<file path="config.mk">
export PLATFORM = sky130hd
export DESIGN_NAME = mem_dump_ctrl
export DESIGN_NICKNAME = d
export VERILOG_FILES = /design/src/rtl/mem_dump_ctrl.sv
export SDC_FILE = /design/constraint.sdc
export NUM_CORES = 1
export LEC_CHECK = 0
export CAP_MARGIN = 10
export CORE_MARGIN = 3
export CORE_UTILIZATION = 45
export DETAILED_ROUTE_END_ITERATION = 16
export GPL_TIMING_DRIVEN = 0
export PLACE_DENSITY = 0.81
export SLEW_MARGIN = 20
export SYNTH_ARGS = -nofsm -noshare
export SYNTH_HDL_FRONTEND = slang
export SYNTH_SLANG_ARGS = --single-unit
</file>
<file path="constraint.sdc">
create_clock -name clk -period 4.64 [get_ports clk]
set_clock_uncertainty 0.15 [all_clocks]
set_input_delay 1.392 -clock clk [delete_from_list [all_inputs] [get_ports clk]]
set_output_delay 1.392 -clock clk [all_outputs]
set_load 0.01 [all_outputs]
</file>
<file path="src/rtl/mem_dump_ctrl.sv">
// mem_dump_ctrl: memory dump controller in front of a data-memory SRAM.
// In IDLE the CPU data-memory request passes straight through to the SRAM.
// On a halt, a manual start or watchdog expiry, the block takes over the
// SRAM port and streams WORD_COUNT words from BASE_ADDR out over a
// valid/ready interface.
// A dump takes three cycles per word: REQ presents the address, WAIT
// captures the read data, and OUT holds the beat until it is accepted.
module mem_dump_ctrl #(
  parameter int ADDR_W         = 16,
  parameter int DATA_W         = 32,
  parameter int BASE_ADDR      = 0,
  parameter int WORD_COUNT     = 10,
  parameter int TIMEOUT_CYCLES = 4096
) (
  input  logic                clk,
  input  logic                rst,
  input  logic                halt_i,
  input  logic                start_i,
  input  logic [ADDR_W-1:0]   cpu_addr_i,
  input  logic [DATA_W/8-1:0] cpu_w_en_i,
  input  logic [DATA_W-1:0]   cpu_wdata_i,
  output logic [ADDR_W-1:0]   mem_addr_o,
  output logic [DATA_W/8-1:0] mem_w_en_o,
  output logic [DATA_W-1:0]   mem_wdata_o,
  input  logic [DATA_W-1:0]   mem_rdata_i,
  output logic                dump_valid_o,
  input  logic                dump_ready_i,
  output logic [ADDR_W-1:0]   dump_addr_o,
  output logic [DATA_W-1:0]   dump_data_o,
  output logic                busy_o,
  output logic                done_o,
  output logic                timeout_o
);

  // idx covers the full WORD_COUNT range of 1..65535.
  localparam int IDX_W = 16;
  localparam int WD_W  = 32;
  localparam int BE_W  = DATA_W / 8;

  localparam logic [ADDR_W-1:0] BASE     = ADDR_W'(BASE_ADDR);
  localparam logic [IDX_W-1:0]  LAST_IDX = IDX_W'(WORD_COUNT - 1);
  localparam bit                WD_EN    = (TIMEOUT_CYCLES > 0);
  localparam logic [WD_W-1:0]   WD_LIMIT = WD_EN ? WD_W'(TIMEOUT_CYCLES - 1) : '0;

  typedef enum logic [2:0] {
    IDLE,
    REQ,
    WAIT,
    OUT,
    DONE
  } state_t;

  state_t             state, state_n;
  logic [IDX_W-1:0]   idx, idx_n;
  logic [WD_W-1:0]    wdog, wdog_n;
  logic               timeout_q, timeout_n;
  logic [ADDR_W-1:0]  dump_addr_q;
  logic [DATA_W-1:0]  dump_data_q;
  logic               capture;
  logic [ADDR_W-1:0]  cur_addr;

  // Word address being dumped; the byte offset wraps modulo 2^ADDR_W.
  assign cur_addr = BASE + ADDR_W'({idx, 2'b00});

  // State register, counters and captured dump beat.
  // NOTE: sequential state uses non-blocking assignments so every register
  // samples the pre-edge values regardless of statement order.
  always_ff @(posedge clk or posedge rst) begin
    if (rst) begin
      state       <= IDLE;
      idx         <= '0;
      wdog        <= '0;
      timeout_q   <= 1'b0;
      dump_addr_q <= '0;
      dump_data_q <= '0;
    end else begin
      state     <= state_n;
      idx       <= idx_n;
      wdog      <= wdog_n;
      timeout_q <= timeout_n;
      if (capture) begin
        dump_addr_q <= cur_addr;
        dump_data_q <= mem_rdata_i;
      end
    end
  end

  // Next-state logic: triggers, watchdog, beat sequencing.
  // NOTE: every signal gets a default before the case so no path leaves it
  // unassigned, which would otherwise infer a latch.
  always_comb begin
    state_n   = state;
    idx_n     = idx;
    wdog_n    = wdog;
    timeout_n = timeout_q;
    capture   = 1'b0;
    case (state)
      IDLE: begin
        if (halt_i || start_i) begin
          // A real trigger wins over a coincident watchdog expiry.
          state_n = REQ;
          idx_n   = '0;
          wdog_n  = '0;
        end else if (WD_EN && (wdog == WD_LIMIT)) begin
          state_n   = REQ;
          idx_n     = '0;
          wdog_n    = '0;
          timeout_n = 1'b1;
        end else if (WD_EN) begin
          wdog_n = wdog + 1'b1;
        end
      end
      REQ: begin
        state_n = WAIT;
      end
      WAIT: begin
        // SRAM data for the address presented in REQ is valid now.
        capture = 1'b1;
        state_n = OUT;
      end
      OUT: begin
        if (dump_ready_i) begin
          if (idx == LAST_IDX) begin
            state_n = DONE;
          end else begin
            idx_n   = idx + 1'b1;
            state_n = REQ;
          end
        end
      end
      DONE: begin
        // Halt is ignored here; only a manual start repeats the dump.
        if (start_i) begin
          state_n = REQ;
          idx_n   = '0;
        end
      end
      default: begin
        state_n = IDLE;
      end
    endcase
  end

  // SRAM port mux and status outputs, decoded from the state register so
  // a reset releases the SRAM back to the CPU in the same cycle.
  always_comb begin
    mem_addr_o   = cpu_addr_i;
    mem_w_en_o   = cpu_w_en_i;
    mem_wdata_o  = cpu_wdata_i;
    dump_valid_o = 1'b0;
    busy_o       = 1'b0;
    done_o       = 1'b0;
    if (state != IDLE) begin
      mem_addr_o  = cur_addr;
      mem_w_en_o  = {BE_W{1'b0}};
      mem_wdata_o = '0;
    end
    case (state)
      REQ, WAIT: busy_o = 1'b1;
      OUT: begin
        busy_o       = 1'b1;
        dump_valid_o = 1'b1;
      end
      DONE:    done_o = 1'b1;
      default: ;
    endcase
  end

  assign dump_addr_o = dump_addr_q;
  assign dump_data_o = dump_data_q;
  assign timeout_o   = timeout_q;

endmodule

</file>
==> metrics.cfg, run 1 <==
[placed_design]
dpl_cell_area_um2 = 7337
gp_congestion = 0.8818
numPortBuffers = 190
hpwlAfterDp_um = 12840

[synthesis]
yosys-top-cells-area = dfrtp_1, mux2_2, and2_1
yosysWarnings = 0
synth_edf_count = 0
synth_area_um2 = 5224
syn_area_per_cell_um2 = 9.692
netlist_instances = 539
synth_top_area_share_pct = 46.95
seq_area_frac_synth_pct = 46.95
yosysUniqueCellTypes = 52
async_reset_ff_share_pct = 100.0
synth_seq_cells = 98
synth_top_area_cell = dfrtp_1
synthFlopType = dfrtp_1

[sta]
setup_viol = 0
maxSlewViolCount = 0
min_period_over_period_pct = 94.51
fmax_mhz = 228.0
rsz0062_at_grt = false
timing.hold.ws_ns = 0.3350
fin_crit_ns = 4.385
tightestPinTransition_ns = 0.8506
hold_viol = 0
max_slew_margin_pct = 42.77

[clock_network]
cts-buffers-inserted = 9
cts_tree = yes
cts_buffer_depth = 2
path_clk_slew_ns = 0.07
ctsHtreeMaxLevel = 3
clock_latency_ns = 0.36
cts_root_buffer = clkbuf_16
cts_post_setup_buffers_inserted = 0
clkSinkCount = 98

[layout]
final_common_cell = clkdlybuf4s50_1
fillers = 859
drive_gt1_share_pct = 11.24
area_growth_syn_to_layout_pct = 46.32
fin_area_um2 = 7644
layout_common_cells = clkdlybuf4s50_1, dfrtp_1, nand2_1, mux2_2, and2_1
nets = 834
n_antenna_cell = 0

[global_route]
grt_pass1_wl_um = 27990
grt_pass1_vias = 5364
grt_start_max_net_pins = 81
grt_usage_pct = 27.21
grt_antenna_before_repair = 0
grt_overflow_total = 0

[route]
routedWlPerCell_um = 19.62
first_pass_iters = 6
ant_nets = 0
post-route-drc-count = 0
vias_per_cell = 5.737
wirelength_um = 17400
drt_iter0_markers = 473
num_vias = 5089

[power_and_ir_drop]
combinationalPowerShare_pct = 43.8
swShare_pct = 35.59
p_leak_nw = 3.112
powerDensity_nw_per_um2 = 498.8
clkPwrFrac_pct = 20.5
seq_power_share_pct = 35.6
p_int_mw = 2.456
netSwitchingPower_mw = 1.357
vdd_ir_drop_max_mv = 0.3946

[floorplanning]
coreArea_um2 = 11080
row_count = 38
dieArea_um2 = 12940
dieWidth_um = 113.7
start_util_pct = 47.15
die_y_um = 113.7
num_io_pins = 193

[flow_run]
maxCapViolCount = 0

[min_path]
worst_hold_path_type = flop to flop

[worst_setup_path]
cp-start-kind = flop
arrival_ns = 2.84
cp_max_fo = 10
end_kind = primary output
required_ns = 3.10
worstSetupPathType = flop to primary output

[run_status]
status = finished, final reports clean

registers in the layout, summed over array words and instances (netlist names):
register,cells
dump_addr_o,14
dump_data_o,32
idx,16
state,3
timeout_o,1
wdog,32
metrics by stage:
stage / std cells / TNS [ns] / utilization [%] / power, mW / setup WS (ns)
3_5_place_dp: 871 / 0 / 66.23 / 3.023 / 0.4366
2_1_floorplan: 540 / 0 / - / 2.126 / 0.5359
6_report: 887 / 0 / 69.00 / 3.813 / 0.2545
5_1_grt: 887 / 0 / 69.00 / 4.029 / 0.08365
4_1_cts: 887 / 0 / 68.96 / 3.820 / 0.05298
3_3_place_gp: 870 / -93.45 / 65.94 / 2.959 / -0.9598
area by class of cell:
class,instances,area [µm²],share of cell area [%]
multi-input combinational,391,2562,33.52
sequential,98,2452,32.08
timing repair buffer,191,1929,25.24
clock buffer,9,225.2,2.946
buffer,40,175.2,2.292
tap,140,175.2,2.292
clock inverter,7,77.57,1.015
inverter,11,46.29,0.6057
worst paths after layout:
path,from,to,slack [ns],cells after the start
max,state[2],mem_addr_o[15],0.25,7
min,wdog[11],wdog[11],0.34,1
max reg2reg,wdog[0],idx[11],1.81,7
min reg2reg,wdog[11],wdog[11],0.34,1
max in group asynchronous,rst,idx[12],2.50,3
min in group asynchronous,rst,wdog[11],1.19,2
cell usage after synthesis, types with 3 or more instances:
cell type and number:
and2_1 44, a221o_1 3, ha_1 3, nand2_1 70, a41oi_1 7, o41ai_1 10, and3_1 8, nor2_1 20
o211ai_1 3, nand3_1 23, o21ai_1 7, a31oi_1 25, nor4_1 9, or3_1 3, dfrtp_1 98, clkbuf_1 30
mux2i_1 4, nor3_1 9, nand2b_1 4, buf_2 7, a21oi_1 21, inv_1 10, and4_1 6, mux2_2 47
nand4_1 19, o21ai_0 11, o31ai_1 8
power by group through the flow:
stage / clock network (mW) / registers, mW / logic (mW)
2_1_floorplan: 0 / 1.39 / 0.732
3_3_place_gp: 0 / 1.34 / 1.62
3_5_place_dp: 0 / 1.36 / 1.66
4_1_cts: 0.785 / 1.35 / 1.68
5_1_grt: 0.821 / 1.40 / 1.81
6_report: 0.783 / 1.36 / 1.67
what timing repair did:
item,CTS,global route
resized for setup,0,3
endpoints found under the setup margin,0,4
hold endpoints to repair,0,0
hold buffers,0,0
worst max-delay path, cell delays in order, from the launching register on:
cell and delay (ns):
dfrtp_1 0.33, clkbuf_1 0.26, or3_1 0.18, clkbuf_1 0.45, clkbuf_1 0.48, nand2_1 0.16, nand2_1 0.10, clkdlybuf4s50_1 0.53
kinds of logic after synthesis:
| group | share of synthesized area, % |
|---|---|
| buf+inv | 4.120 |
| simple gates | 22.92 |
| xor+xnor | 0.1677 |
| fa+ha+maj | 0.7186 |
| other cells | 0.07179 |
| flops | 46.95 |
| compound gates | 13.94 |
| mux | 11.11 |
routing by layer:
layer	part of all wire [%]	GRT usage, %
met5	0	0
met4	2.8	11.06
met3	8.5	8.382
met2	49	43.23
met1	40	34.67
Note: power is estimated with default switching activity, not from simulation.
==> inputs of run 2 (changes only) <==
--- a/config.mk
+++ b/config.mk
@@ -6,7 +6,7 @@
 export NUM_CORES = 1
 export LEC_CHECK = 0
 export CAP_MARGIN = 10
-export CORE_MARGIN = 3
+export CORE_MARGIN = 2
 export CORE_UTILIZATION = 45
 export DETAILED_ROUTE_END_ITERATION = 16
 export GPL_TIMING_DRIVEN = 0
==> run 2 against run 1 <==
  * Worst hold slack better by 0.0015 ns
  * Register-to-register slack worse by 0.02 ns
  * Core utilization decreased by 1.9 points
  * Via count up 1.6%
  * Final cell count is 0.34% higher
  * Critical endpoint unchanged
  * Setup slack better by 0.024 ns
  * Die area fell by 3.5%
  * Non-clock buffer count unchanged
  * Critical path depth stayed put
  * Flip-flop and latch count unchanged
  * First-iteration DRC count grew 16%
  * Sequential power about the same
==> metrics.cfg, run 2 (same netlist as run 1, synthesis figures left out) <==
[run_status]
status = finished, final reports clean  ; unchanged

[floorplanning]
coreArea_um2 = 11370  ; was 11080 µm²
row_count = 39  ; was 38
num_io_pins = 193  ; unchanged
dieWidth_um = 111.7  ; was 113.7 µm
start_util_pct = 45.94  ; was 47.15%
die_y_um = 111.7  ; was 113.7 µm
dieArea_um2 = 12490  ; was 12940 µm²

[layout]
final_common_cell = clkdlybuf4s50_1  ; unchanged
stdcell_count = 890  ; was 887
final_util_pct = 67.11  ; was 69.00%
fillers = 881  ; was 859
n_antenna_cell = 0  ; unchanged
layout_common_cells = clkdlybuf4s50_1, dfrtp_1, nand2_1, mux2_2, and2_1  ; unchanged
nets = 834  ; unchanged
area_growth_syn_to_layout_pct = 46.06  ; was 46.32%
drive_gt1_share_pct = 11.11  ; was 11.24%

[sta]
hold_viol = 0  ; unchanged
maxSlewViolCount = 0  ; unchanged
min_period_over_period_pct = 94.00  ; was 94.51%
rsz0062_at_grt = false  ; unchanged
setup_viol = 0  ; unchanged
fin_crit_ns = 4.361  ; was 4.385 ns
max_slew_margin_pct = 39.74  ; was 42.77%
setup_slack_ns = 0.2786  ; was 0.2545 ns
timing.hold.ws_ns = 0.3366  ; was 0.3350 ns
tightestPinTransition_ns = 0.8971  ; was 0.8506 ns
fin_setup_tns_ns = 0  ; unchanged
fmax_mhz = 229.3  ; was 228.0 MHz

[route]
post-route-drc-count = 0  ; unchanged
num_vias = 5168  ; was 5089
drt_iter0_markers = 549  ; was 473
wirelength_um = 16510  ; was 17400 µm
ant_nets = 0  ; unchanged
first_pass_iters = 5  ; was 6
vias_per_cell = 5.807  ; was 5.737
routedWlPerCell_um = 18.55  ; was 19.62 µm

[worst_setup_path]
cp_max_fo = 10  ; unchanged
path_common_cell = clkbuf_1  ; unchanged
arrival_ns = 2.82  ; was 2.84 ns
crit_end = mem_addr_o[15]  ; unchanged
crit_start = state[2]  ; unchanged
reg2regPathDepth = 7  ; unchanged
cp_slowest_cell = clkdlybuf4s50_1  ; unchanged
worstSetupPathType = flop to primary output  ; unchanged
required_ns = 3.10  ; about the same
rrSetupSlack_ns = 1.79  ; was 1.81 ns
slowest_delay_ns = 0.53  ; about the same
end_kind = primary output  ; unchanged
crit_chain = clkbuf_1 -> or3_1 -> clkbuf_1 -> clkbuf_1 -> nand2_1 -> nand2_1 -> clkdlybuf4s50_1  ; unchanged
cp-start-kind = flop  ; unchanged
r2r_start = wdog[0]  ; unchanged
r2r_end = idx[11]  ; unchanged

[min_path]
worst_hold_path_type = flop to flop  ; unchanged
min_path_cells = 1  ; unchanged

[power_and_ir_drop]
p_leak_nw = 3.097  ; was 3.112 nW
vdd_ir_drop_max_mv = 0.3887  ; was 0.3946 mV
powerDensity_nw_per_um2 = 490.5  ; was 498.8 nW/µm²

[clock_network]
cts_resized = 0  ; unchanged
cts_post_setup_buffers_inserted = 0  ; unchanged
cts_hold_buf = 0  ; unchanged
cts_buffer_depth = 2  ; unchanged
clkSinkCount = 98  ; unchanged
cts-buffers-inserted = 9  ; unchanged
path_clk_slew_ns = 0.07  ; about the same
clock_latency_ns = 0.36  ; about the same
cts_root_buffer = clkbuf_16  ; unchanged
ctsHtreeMaxLevel = 3  ; unchanged
cts_tree = yes  ; unchanged

[placed_design]
gp_congestion = 0.9058  ; was 0.8818
post-place-ws_ns = 0.4067  ; was 0.4366 ns
dp.cells = 874  ; was 871
numPortBuffers = 190  ; unchanged
hpwlAfterDp_um = 12180  ; was 12840 µm

[global_route]
grt_overflow_total = 0  ; unchanged
grt_pass1_wl_um = 26100  ; was 27990 µm
grt_pass1_vias = 5119  ; was 5364
grt_antenna_before_repair = 0  ; unchanged
grt_usage_pct = 26.12  ; was 27.21%
grt_start_max_net_pins = 55  ; was 81

[flow_run]
maxCapViolCount = 0  ; unchanged

[run 2: per-layer routing]
metal	track usage, %	up-vias	wire length [µm]
li1	-	2375	-
met1	32.86	2523	6778
met2	41.66	244	8076
met3	8.710	26	1360
met4	10.62	0	298
met5	0	-	0
[run 2: cell type report]
type                            instances  area, µm²  share of cell area (%)
Buffer                                 40      173.9                   2.279
Clock buffer                            9      225.2                   2.952
Clock inverter                          7      61.31                  0.8035
Inverter                               11      46.29                  0.6068
Multi-Input combinational cell        391       2562                   33.58
Sequential cell                        98       2452                   32.14
Tap cell                              143      178.9                   2.345
Timing Repair Buffer                  191       1929                   25.29
[run 2: through the flow]
stage	power, mW	instance area [µm²]
after floorplan	2.126	5228
after global placement	2.954	7308
after detailed placement	3.012	7341
after CTS	3.758	7627
after global routing	3.948	7630
final	3.742	7630
[run 2: worst min-delay path by stage]
stage | from | slack [ns] | to
2_1_floorplan | wdog[11] | 0.30 | wdog[11]
3_3_place_gp | timeout_o | 0.31 | timeout_o
3_5_place_dp | timeout_o | 0.33 | timeout_o
4_1_cts | wdog[11] | 0.34 | wdog[11]
5_1_grt | wdog[11] | 0.35 | wdog[11]
6_report | wdog[11] | 0.34 | wdog[11]
[run 2: report_power, final]
part	switching [mW]	internal, mW
combinational	0.752	0.908
clock	0.359	0.373
sequential	0.228	1.12
total	1.34	2.40
[run 2: worst max-delay path, delay by kind of cell, from the launching register on]
family | cells | cell delay [ns]
DFF | 1 | 0.32
and+or+nand+nor | 3 | 0.42
buffers and inverters | 4 | 1.72
